$ cat config.mk
export PLATFORM = sky130hd
export DESIGN_NAME = popcount_sched
export DESIGN_NICKNAME = d
export VERILOG_FILES = /design/src/rtl/popcount_sched.sv
export SDC_FILE = /design/constraint.sdc
export NUM_CORES = 1
export LEC_CHECK = 0
export BUFFER_PORTS_ARGS = -buffer_cell sky130_fd_sc_hd__buf_2
export CAP_MARGIN = 5
export CORE_UTILIZATION = 25
export DETAILED_ROUTE_END_ITERATION = 12
export GPL_TIMING_DRIVEN = 0
export PLACE_DENSITY = 0.46
export SLEW_MARGIN = 0
export SYNTH_ARGS = -nofsm -noshare
export SYNTH_HDL_FRONTEND = slang
export SYNTH_SLANG_ARGS = --single-unit
$ cat constraint.sdc
create_clock -name S_AXIS_ACLK -period 4.3 [get_ports S_AXIS_ACLK]
set_input_delay 0.43 -clock S_AXIS_ACLK [delete_from_list [all_inputs] [get_ports S_AXIS_ACLK]]
set_output_delay 0.43 -clock S_AXIS_ACLK [all_outputs]
set_load 0.03 [all_outputs]
$ cat src/rtl/popcount_sched.sv
// popcount_sched
//   Front-end sequencer for the shared popcount engine. Two word sources feed
//   the engine's single input: the DMA AXI4-Stream and MMIO writes. Stream
//   bytes are masked by TKEEP, packet framing is tracked through TLAST, and a
//   COUNT_RST strobe clears the engine and aborts any open packet (the rest of
//   that packet is swallowed).
//
// Ports
//   S_AXIS_ACLK / S_AXIS_ARESETN   clock, synchronous active-low reset
//   S_AXIS_T*                      stream input (DATA, KEEP, LAST, VALID, READY)
//   WRITE_DATA / WRITE_VALID       MMIO word strobe into a one-entry buffer
//   COUNT_RST                      clear count, abort packet
//   ENG_DATA/VALID/READY           registered handshake into the engine
//   ENG_CLR                        one-cycle accumulator clear to the engine
//   ENG_BUSY / ENG_COUNT           engine status and running total
//   COUNT, COUNT_BUSY, PKT_DONE,
//   BEAT_CNT, MMIO_OVF             status towards the MMIO register block
module popcount_sched #(
  parameter int BEAT_W    = 16,
  parameter bit MMIO_PRIO = 1'b1
) (
  input  logic              S_AXIS_ACLK,
  input  logic              S_AXIS_ARESETN,
  input  logic [31:0]       S_AXIS_TDATA,
  input  logic [3:0]        S_AXIS_TKEEP,
  input  logic              S_AXIS_TLAST,
  input  logic              S_AXIS_TVALID,
  output logic              S_AXIS_TREADY,
  input  logic [31:0]       WRITE_DATA,
  input  logic              WRITE_VALID,
  input  logic              COUNT_RST,
  output logic [31:0]       ENG_DATA,
  output logic              ENG_VALID,
  input  logic              ENG_READY,
  output logic              ENG_CLR,
  input  logic              ENG_BUSY,
  input  logic [31:0]       ENG_COUNT,
  output logic [31:0]       COUNT,
  output logic              COUNT_BUSY,
  output logic              PKT_DONE,
  output logic [BEAT_W-1:0] BEAT_CNT,
  output logic              MMIO_OVF
);

  typedef enum logic [1:0] {
    ST_IDLE  = 2'd0,
    ST_PKT   = 2'd1,
    ST_FLUSH = 2'd2
  } state_t;

  function automatic logic [31:0] keep_mask(input logic [31:0] data,
                                            input logic [3:0]  keep);
    return data & {{8{keep[3]}}, {8{keep[2]}}, {8{keep[1]}}, {8{keep[0]}}};
  endfunction

  state_t            r_state;
  logic              r_mbuf_full;
  logic [31:0]       r_mbuf_data;
  logic              r_vld_p1;
  logic [31:0]       r_eng_data_p1;
  logic              r_rr_mmio;
  logic              r_clr;
  logic [31:0]       r_count;
  logic              r_pkt_done;
  logic [BEAT_W-1:0] r_beat_cnt;
  logic              r_ovf;

  logic w_out_free;
  logic w_flush;
  logic w_mmio_wins;
  logic w_tready;
  logic w_beat;
  logic w_fwd;
  logic w_mmio_go;

  // The engine register can take a new word when empty or handing off now.
  assign w_out_free  = !r_vld_p1 || ENG_READY;
  assign w_flush     = (r_state == ST_FLUSH);
  // Round-robin flag only matters when both sources compete.
  assign w_mmio_wins = r_mbuf_full && (MMIO_PRIO || !S_AXIS_TVALID || r_rr_mmio);
  // Flushed beats never reach the engine, so they need no free slot.
  assign w_tready    = S_AXIS_ARESETN && !COUNT_RST &&
                       (w_flush || (w_out_free && !w_mmio_wins));
  assign w_beat      = S_AXIS_TVALID && w_tready;
  assign w_fwd       = w_beat && !w_flush;
  assign w_mmio_go   = S_AXIS_ARESETN && !COUNT_RST && w_out_free && r_mbuf_full &&
                       (w_flush || w_mmio_wins);

  // Stage p0 -> p1: control, FSM and status
  always_ff @(posedge S_AXIS_ACLK) begin
    if (!S_AXIS_ARESETN) begin
      r_state     <= ST_IDLE;
      r_mbuf_full <= 1'b0;
      r_vld_p1    <= 1'b0;
      r_rr_mmio   <= 1'b1;
      r_clr       <= 1'b0;
      r_count     <= '0;
      r_pkt_done  <= 1'b0;
      r_beat_cnt  <= '0;
      r_ovf       <= 1'b0;
    end else begin
      r_clr   <= COUNT_RST;
      r_count <= ENG_COUNT;
      if (COUNT_RST) begin
        // Any unsent word and any buffered or coinciding MMIO write is lost.
        r_vld_p1    <= 1'b0;
        r_mbuf_full <= 1'b0;
        r_pkt_done  <= 1'b0;
        r_beat_cnt  <= '0;
        r_ovf       <= 1'b0;
        if (r_state == ST_PKT) r_state <= ST_FLUSH;
      end else begin
        if (w_mmio_go || w_fwd) r_vld_p1 <= 1'b1;
        else if (ENG_READY)     r_vld_p1 <= 1'b0;

        if (WRITE_VALID) begin
          if (!r_mbuf_full || w_mmio_go) r_mbuf_full <= 1'b1;
          else                           r_ovf       <= 1'b1;
        end else if (w_mmio_go) begin
          r_mbuf_full <= 1'b0;
        end

        if (w_mmio_go)  r_rr_mmio <= 1'b0;
        else if (w_fwd) r_rr_mmio <= 1'b1;

        if (w_fwd && !(&r_beat_cnt)) r_beat_cnt <= r_beat_cnt + 1'b1;

        if (w_beat) begin
          case (r_state)
            ST_IDLE: begin
              if (S_AXIS_TLAST) r_pkt_done <= 1'b1;
              else              r_state    <= ST_PKT;
            end
            ST_PKT: begin
              if (S_AXIS_TLAST) begin
                r_state    <= ST_IDLE;
                r_pkt_done <= 1'b1;
              end
            end
            ST_FLUSH: begin
              if (S_AXIS_TLAST) r_state <= ST_IDLE;
            end
            default: r_state <= ST_IDLE;
          endcase
        end
      end
    end
  end

  // Stage p0 -> p1: engine data register
  always_ff @(posedge S_AXIS_ACLK) begin
    if (!S_AXIS_ARESETN) begin
      r_eng_data_p1 <= '0;
    end else if (w_mmio_go) begin
      r_eng_data_p1 <= r_mbuf_data;
    end else if (w_fwd) begin
      r_eng_data_p1 <= keep_mask(S_AXIS_TDATA, S_AXIS_TKEEP);
    end
  end

  // MMIO buffer payload; occupancy is tracked by r_mbuf_full.
  always_ff @(posedge S_AXIS_ACLK) begin
    if (WRITE_VALID && (!r_mbuf_full || w_mmio_go)) r_mbuf_data <= WRITE_DATA;
  end

  assign S_AXIS_TREADY = w_tready;
  assign ENG_DATA      = r_eng_data_p1;
  assign ENG_VALID     = r_vld_p1;
  assign ENG_CLR       = r_clr;
  assign COUNT         = r_count;
  assign PKT_DONE      = r_pkt_done;
  assign BEAT_CNT      = r_beat_cnt;
  assign MMIO_OVF      = r_ovf;
  assign COUNT_BUSY    = (r_state != ST_IDLE) || r_mbuf_full || r_vld_p1 ||
                         ENG_BUSY || r_clr;

endmodule

==> results.sh, run 1 <==
export IMPL_num_io_pins=194
export IMPL_cap_violations=0
export IMPL_synth_edf_count=32
export IMPL_port_buffers=189
export IMPL_clk_latency_ns=0.42
export IMPL_synth_seq_cells=119
export IMPL_setup_violations=0
export IMPL_hp_class="in -> reg"
export IMPL_grt_pass1_vias=3930
export IMPL_drtPass1Iterations=10
export IMPL_synthesis_area_um2=4558
export IMPL_skew_ns=0.01380
export IMPL_postCtsSetupBuffers=0
export IMPL_worstPathCellList="inv_1, ha_1, nand4bb_4, nor3_2, clkbuf_1, nand3_1, a311oi_1"
export IMPL_h_tree_depth=4
export IMPL_top_layer="met4"
export IMPL_finalHoldViolCount=0
export IMPL_drt_wirelength_per_cell_um=15.65
export IMPL_dp_hpwl_mm=9.986
export IMPL_nNetsFinal=752
export IMPL_clk_path_buf_depth=2
export IMPL_wl_met3_um=765
export IMPL_violations="DRC"
export IMPL_worstPathMaxFanout=10
export IMPL_ctsHoldBuffers=0
export IMPL_startpoint="r_state[0]"
export IMPL_ys_seq_area_frac=0.5929
export IMPL_cts_tree="yes"
export IMPL_ys_async_sr_fraction=0
export IMPL_cpMaxStageDelayCell="clkbuf_1"
export IMPL_cts_repair_resized=0
export IMPL_die_area_um2=18780
export IMPL_worstPathRequired_ns=4.62
export IMPL_grt_setup_unrepaired="false"
export IMPL_grt_pass1_wl_mm=20.67
export IMPL_num_rows=49
export IMPL_cts_sinks=119
export IMPL_syn_instance_count=432
export IMPL_max_slew_margin=0.4443
export IMPL_vias_per_cell=4.578
export IMPL_dieWidth_um=137.0
export IMPL_track_usage=0.1470
export IMPL_hold_start="WRITE_DATA[18]"
export IMPL_wl_met1_mm=6.159
export IMPL_tightestPinTransition_ns=0.8336
export IMPL_final_util=0.3572
export IMPL_regArea_um2=2703
export IMPL_start_util=0.2546
export IMPL_synth_fp_nets=544
export IMPL_drtIter0Drc=242
export IMPL_p_leak_nw=2.656
export IMPL_whs_ns=0.1853
export IMPL_avgSynthCellArea_um2=10.55
export IMPL_synth_ff_type="dfxtp_1"
export IMPL_grt_antenna_before_repair=0
export IMPL_cp_end_kind="flop"
export IMPL_critPathTopFamily="simple AND/OR/NAND/NOR gates"
export IMPL_r2r_start="r_state[0]"
export IMPL_slowest_delay_ns=0.52
export IMPL_cts_buffers=17
export IMPL_status="finished, violations left"
export IMPL_drive_above_1_share=0.3645
export IMPL_routed_wl_mm=13.80
export IMPL_irDropWorstVdd_mv=0.2562
export IMPL_root_buffer="clkbuf_16"
export IMPL_antenna_cells=0
export IMPL_cp_buffers_inverters=2
export IMPL_drc=1
export IMPL_synth_area_top_cells="dfxtp_1 (38%), edfxtp_1 (21%), a311oi_1 (6.1%)"
export IMPL_fin_tns_setup_ns=0
export IMPL_ys_types=46
export IMPL_fin_crit_ns=2.449
export IMPL_multiInputGateArea_um2=1678
export IMPL_p_per_area_nw_per_um2=452.8
export IMPL_grt_max_degree=33
export IMPL_fill_cells=1850
export IMPL_start_kind="flop"
export IMPL_clkTransAtPathRegs_ns=0.06
export IMPL_drv_slew=0
export IMPL_synth_largest_area_cell="dfxtp_1"
export IMPL_antenna_left=0
export IMPL_fmax_ghz=0.4083
export IMPL_post_route_period_util=0.5696
export IMPL_die_h_um=137.0
export IMPL_core_area_um2=17900
export IMPL_wl_met2_mm=6.551
export IMPL_crit_type="reg -> reg"
export IMPL_vias=4038
export IMPL_synth_top_area_share=0.3821
export IMPL_overflow=0
export IMPL_cp_data_arrival_time_ns=2.77
export IMPL_place_congestion=0.7537
export IMPL_ys_warn_count=0
export IMPL_area_growth_pct=40.30
cell type report:
type,instances,share of cell area
clock buffers,17,0.06652
plain buffers,32,0.02504
well taps,229,0.04481
multi-input cells,276,0.2624
clock inverters,15,0.02778
repair buffers,189,0.1479
flip-flops and latches,119,0.4226
inverters,5,0.002935
flip-flops by register name (all words and copies together), names as in the netlist:
name and flops:
r_state 2, COUNT 32, r_mbuf_data 32, ENG_DATA 32, MMIO_OVF 1, r_mbuf_full 1, BEAT_CNT 16, ENG_VALID 1
ENG_CLR 1, PKT_DONE 1
cell usage in the layout, fill, tap and decap left out, types with 3 or more instances in the layout:
cell type / synthesis / final
a311oi_1: 32 / 32
o31ai_1: 6 / 6
clkinv_4: 0 / 4
bufinv_16: 0 / 3
a21oi_1: 12 / 12
buf_6: 4 / 4
clkinvlp_4: 0 / 3
inv_1: 4 / 4
nor3_1: 3 / 3
buf_1: 5 / 5
nand3_1: 41 / 41
clkinv_1: 1 / 3
nand4_1: 5 / 5
o21a_1: 4 / 4
clkbuf_1: 17 / 17
nand2_1: 42 / 42
clkbuf_16: 0 / 17
nand2b_1: 5 / 5
buf_2: 5 / 194
a31oi_1: 3 / 3
ha_1: 4 / 4
nor2_1: 38 / 38
mux2i_1: 4 / 4
edfxtp_1: 32 / 32
dfxtp_1: 87 / 87
o21ai_0: 3 / 3
nor4_1: 5 / 5
or4_1: 7 / 7
and2_1: 37 / 36
kinds of logic (layout without fill, tap and decap cells):
logic type      count (synthesis)  count (layout)  synth area share
buf+inv                        37             258           0.03925
mux                             4               4          0.008784
compound gates                 68              68            0.1131
fa+ha+maj                       4               4           0.01098
simple gates                  200             200            0.2350
flops                         119             119            0.5929
path summary, 6_finish.rpt:
kind                      to  slack [ns]  depth (start not counted)
min          r_mbuf_data[18]        0.19                          1
min reg2reg         PKT_DONE        0.47                          1
max reg2reg     ENG_DATA[20]        1.85                          7
max             ENG_DATA[20]        1.85                          7
Yosys cell counts, drive strengths merged, types with 2 or more instances:
cell type,n
a31oi,3
nand3,41
nor2,38
ha,4
edfxtp,32
mux2i,4
or4,7
o31ai,6
a311oi,32
and4,4
inv,4
a21oi,12
nand2b,5
nor3,4
a211oi,2
o21a,4
and2,37
o311ai,2
o21ai,3
nor2b,2
nor4,5
nand2,42
nand4,5
clkbuf,17
dfxtp,87
buf,15
and3,3
report_power, final:
group / internal [W] / leakage (nW) / switching (W)
clock network: 0.000912 / 0.285 / 0.000537
registers: 0.00120 / 1.02 / 0.0000154
logic: 0.0000840 / 1.35 / 0.000147
metrics by stage:
step                      instances  power [W]  area [µm²]  worst slack [ns]
after global placement          850   0.001471        5791             1.341
after detailed placement        850   0.001474        5792             1.733
after floorplan                 432   0.001367        4558             2.185
after CTS                       882   0.002932        6395             1.723
final                           882   0.002896        6395             1.851
after global routing            882   0.003002        6395             1.484
per-layer routing:
layer	vias up	track usage
li1	1993	-
met1	1885	0.1806
met2	141	0.2357
met3	19	0.03852
met4	0	0.07570
met5	-	0
(Power assumes the default switching activity.)
==> inputs of run 2 (changes only) <==
PLACE_DENSITY = 0.48   (was 0.46)
clock period = 2.2 ns   (was 4.3 ns; I/O delays follow)
==> results.sh, run 2 (synthesis gave the netlist of run 1 again) <==
export IMPL_port_buffers=189
export IMPL_skew_ns=0.009784
export IMPL_vias_per_cell=4.609
export IMPL_num_io_pins=194
export IMPL_cts_buffers=17
export IMPL_num_rows=49
export IMPL_drv_slew=0
export IMPL_netSwitchingFraction=0.2261
export IMPL_fin_crit_ns=2.113
export IMPL_track_usage=0.1489
export IMPL_vias=4245
export IMPL_clk_latency_ns=0.41
export IMPL_p_seq_frac=0.413
export IMPL_cp_data_arrival_time_ns=2.46
export IMPL_nNetsFinal=791
export IMPL_drt_wirelength_per_cell_um=15.17
export IMPL_tightestPinTransition_ns=0.8512
export IMPL_routed_wl_mm=13.97
export IMPL_start_util=0.2546
export IMPL_power_internal_w=0.004457
export IMPL_grt_pass1_vias=4185
export IMPL_drive_above_1_share=0.3569
export IMPL_grt_antenna_before_repair=0
export IMPL_antenna_left=0
export IMPL_grt_pass1_wl_mm=21.31
export IMPL_place_ws_ns=-0.3369
export IMPL_h_tree_depth=4
export IMPL_cts_sinks=119
export IMPL_overflow=0
export IMPL_dp_hpwl_mm=10.08
export IMPL_finalHoldViolCount=0
export IMPL_status="finished clean"
export IMPL_drtIter0Drc=238
export IMPL_setup_slack_ns=0.08730
export IMPL_core_area_um2=17900
export IMPL_grt_setup_unrepaired="false"
export IMPL_crit_type="reg -> reg"
export IMPL_layout_common_cells="buf_2 (195), dfxtp_1 (86), nand2_1 (42)"
export IMPL_dieWidth_um=137.0
export IMPL_drtPass1Iterations=6
export IMPL_antenna_cells=0
export IMPL_p_leak_nw=2.856
export IMPL_worstPathMaxFanout=9
export IMPL_fmax_ghz=0.4733
export IMPL_post_route_period_util=0.9603
export IMPL_layout_cells_most_common="buf_2"
export IMPL_worstPathRequired_ns=2.55
export IMPL_hp_class="in -> reg"
export IMPL_grt_max_degree=33
export IMPL_clk_path_buf_depth=2
export IMPL_root_buffer="clkbuf_16"
export IMPL_setup_violations=0
export IMPL_cp_end_kind="flop"
export IMPL_area_growth_pct=50.29
export IMPL_clkPwrFrac=0.498
export IMPL_power_switching_w=0.001302
export IMPL_clkTransAtPathRegs_ns=0.06
export IMPL_die_area_um2=18780
export IMPL_start_kind="flop"
export IMPL_p_per_area_nw_per_um2=840.8
export IMPL_final_util=0.3827
export IMPL_cap_violations=0
export IMPL_pwr_share_comb=0.089
export IMPL_cts_tree="yes"
export IMPL_drc=0
export IMPL_die_h_um=137.0
export IMPL_max_slew_margin=0.4325
export IMPL_irDropWorstVdd_mv=0.5037
export IMPL_place_congestion=0.7477
-- run 2: cell count changes in the layout (fill, tap and decap cells not counted), moves of 2 or more --
| cell | before | now |
|---|---|---|
| clkbuf_16 | 17 | 19 |
| clkbuf_2 | 0 | 4 |
| clkbuf_8 | 0 | 3 |
| clkinv_1 | 3 | 1 |
| clkinv_4 | 4 | 1 |
| clkinvlp_4 | 3 | 1 |
| dlygate4sd3_1 | 0 | 37 |
| inv_6 | 2 | 0 |
-- run 2: area by class of cell --
| cell class | count | area, µm² |
|---|---|---|
| clock buffer | 27 | 535.5 |
| buffer | 32 | 173.9 |
| sequential | 119 | 2704 |
| timing repair buffer | 228 | 1344 |
| multi-input combinational | 276 | 1707 |
| fill | 1812 | 11050 |
| tap | 229 | 286.5 |
| inverter | 5 | 18.77 |
| clock inverter | 5 | 81.33 |
-- run 2: per-layer routing --
layer,vias up,track usage,part of all wire
li1,2076,-,-
met1,2017,0.1812,0.44
met2,138,0.2464,0.49
met3,14,0.04556,0.055
met4,0,0.05372,0.014
met5,-,0,0
-- run 2: stage by stage --
step | total power (W) | setup TNS (ns) | instances | hold WS, ns | instance area [µm²]
2_1_floorplan | 0.002672 | 0 | 432 | 0.3189 | 4558
3_3_place_gp | 0.002875 | -23.16 | 850 | 0.3989 | 5791
3_5_place_dp | 0.002882 | -6.612 | 850 | 0.3982 | 5792
4_1_cts | 0.005828 | 0 | 918 | 0.0001689 | 6782
5_1_grt | 0.005976 | 0 | 921 | 0.002958 | 6850
6_report | 0.005760 | 0 | 921 | 0.01896 | 6850
-- run 2: what timing repair did --
item                                   in CTS  in global routing
buffers inserted                            0                  2
pin swaps                                   0                  2
hold buffers                               36                  1
resized for setup                           6                 11
setup endpoints to repair                  30                 32
endpoints found under the hold margin      36                  1
-- run 2: final timing paths --
kind,start,end,slack (ns),cells past startpoint
setup reg to reg,r_state[0],BEAT_CNT[9],0.09,7
hold reg to reg,ENG_DATA[11],ENG_DATA[11],0.48,2
hold / removal,ENG_COUNT[31],COUNT[31],0.02,2
setup / recovery,r_state[0],BEAT_CNT[9],0.09,7
-- run 2: worst max-delay path, stage by stage, from the launching register on --
cell,delay [ns]
dfxtp_2,0.34
inv_1,0.06
ha_1,0.23
nand4bb_4,0.24
or4_4,0.50
buf_6,0.15
or4_1,0.41
a21oi_2,0.14
-- run 2: power by group through the flow --
stage / clock network, W / registers, W / logic (W)
after floorplan: 0 / 0.00253 / 0.000140
after global placement: 0 / 0.00242 / 0.000452
after detailed placement: 0 / 0.00242 / 0.000458
after CTS: 0.00294 / 0.00238 / 0.000512
after global routing: 0.00303 / 0.00239 / 0.000554
final: 0.00287 / 0.00238 / 0.000513
==> inputs of run 3 (changes only) <==
CORE_UTILIZATION = 43   (was 25)
PLACE_DENSITY = 0.75   (was 0.48)
==> results.sh, run 3 (synthesis gave the netlist of run 1 again) <==
export IMPL_status="finished clean"
export IMPL_layout_common_cells="buf_2 (193), dlygate4sd3_1 (91), dfxtp_1 (86)"
export IMPL_overflow=0
export IMPL_layout_cells_most_common="buf_2"
export IMPL_vias_per_cell=5.266
export IMPL_cts_tree="yes"
export IMPL_fin_area_um2=7176
export IMPL_drt_wirelength_per_cell_um=17.18
export IMPL_tightestPinTransition_ns=0.7731
export IMPL_skew_ns=0.008955
export IMPL_clk_latency_ns=0.53
export IMPL_crit_type="reg -> reg"
export IMPL_cp_data_arrival_time_ns=2.56
export IMPL_worstPathRequired_ns=2.66
export IMPL_fin_crit_ns=2.104
export IMPL_grt_setup_unrepaired="false"
export IMPL_irDropWorstVdd_mv=0.6187
export IMPL_clk_path_buf_depth=2
export IMPL_start_util=0.4435
export IMPL_gr_usage_met3=0.08734
export IMPL_max_slew_margin=0.4846
export IMPL_post_route_period_util=0.9566
export IMPL_root_buffer="clkbuf_8"
export IMPL_fmax_ghz=0.4752
export IMPL_clkTransAtPathRegs_ns=0.06
export IMPL_dp_hpwl_mm=9.047
export IMPL_grt_pass1_wl_mm=23.58
export IMPL_cap_violations=0
export IMPL_port_buffers=189
export IMPL_worstPathMaxFanout=9
export IMPL_cts_sinks=119
export IMPL_num_rows=37
export IMPL_finalHoldViolCount=0
export IMPL_place_ws_ns=-0.2447
export IMPL_drive_above_1_share=0.3320
export IMPL_setup_violations=0
export IMPL_cts_buffers=17
export IMPL_setup_slack_ns=0.09558
export IMPL_p_per_area_nw_per_um2=765.1
export IMPL_routed_wl_mm=15.18
export IMPL_grt_met2_usage=0.4924
export IMPL_use_met1=0.2926
export IMPL_hp_class="in -> reg"
export IMPL_grt_max_degree=33
export IMPL_drv_slew=0
export IMPL_drc=0
export IMPL_start_kind="flop"
export IMPL_place_congestion=0.8260
export IMPL_antenna_left=0
export IMPL_num_io_pins=194
export IMPL_drtIter0Drc=248
export IMPL_p_leak_nw=3.048
export IMPL_cp_end_kind="flop"
export IMPL_grt_busiest_layer="met2"
export IMPL_power_total_w=0.005490
export IMPL_die_area_um2=11020
export IMPL_dieWidth_um=105.0
export IMPL_nNetsFinal=846
export IMPL_place_area_um2=5675
export IMPL_die_h_um=105.0
export IMPL_drtPass1Iterations=5
export IMPL_core_area_um2=10280
export IMPL_area_growth_pct=57.43
export IMPL_vias=4655
export IMPL_grt_antenna_before_repair=1
export IMPL_grt_pass1_vias=4813
export IMPL_h_tree_depth=4
export IMPL_track_usage=0.2791
## run 3: timing repair
item                                   in CTS  in global routing
cloned                                      0                  0
setup endpoints to repair                  30                 35
buffers inserted                            0                  3
hold buffers                               91                  0
endpoints found under the hold margin      91                  0
pin swaps                                   0                  3
resized for setup                           4                 10
## run 3: path summary, 6_finish.rpt
check / start / endpoint / slack, ns / cells past startpoint
setup / recovery: r_state[0] / BEAT_CNT[7] / 0.1 / 7
hold / removal: S_AXIS_TDATA[17] / ENG_DATA[17] / 0.01 / 3
setup reg to reg: r_state[0] / BEAT_CNT[7] / 0.1 / 7
hold reg to reg: PKT_DONE / PKT_DONE / 0.47 / 1
## run 3: layout make-up
type / count / area [µm²]
Antenna cell: 1 / 2.502
Buffer: 32 / 170.2
Clock buffer: 25 / 495.5
Clock inverter: 7 / 45.04
Fill cell: 722 / 3102
Inverter: 5 / 18.77
Multi-Input combinational cell: 276 / 1690
Sequential cell: 119 / 2704
Tap cell: 136 / 170.2
Timing Repair Buffer: 283 / 1879
## run 3: power by group
group,switching (W),internal [W]
clock network,0.000968,0.00154
registers,0.0000354,0.00235
logic,0.000327,0.000274
total,0.00133,0.00416
## run 3: stage by stage
step	std cells	TNS, ns	hold slack (ns)	util
after CTS	880	0	0.002056	0.6944
after detailed placement	757	-4.444	0.3981	0.5522
after global placement	757	-14.88	0.3980	0.5521
after floorplan	432	0	0.3189	-
final	884	0	0.01174	0.6982
after global routing	884	0	0.009945	0.6982
## run 3: critical path, stage by stage, from the launching register on
cell	delay, ns
dfxtp_2	0.34
inv_1	0.06
ha_2	0.19
nand4bb_4	0.23
or4_4	0.49
buf_4	0.17
or4_1	0.39
a21oi_1	0.15
## run 3: routing by layer
layer	up-vias	wire [µm]
met5	-	0
met4	0	516
met3	47	1069
met2	229	7837
met1	2188	5760
li1	2191	-
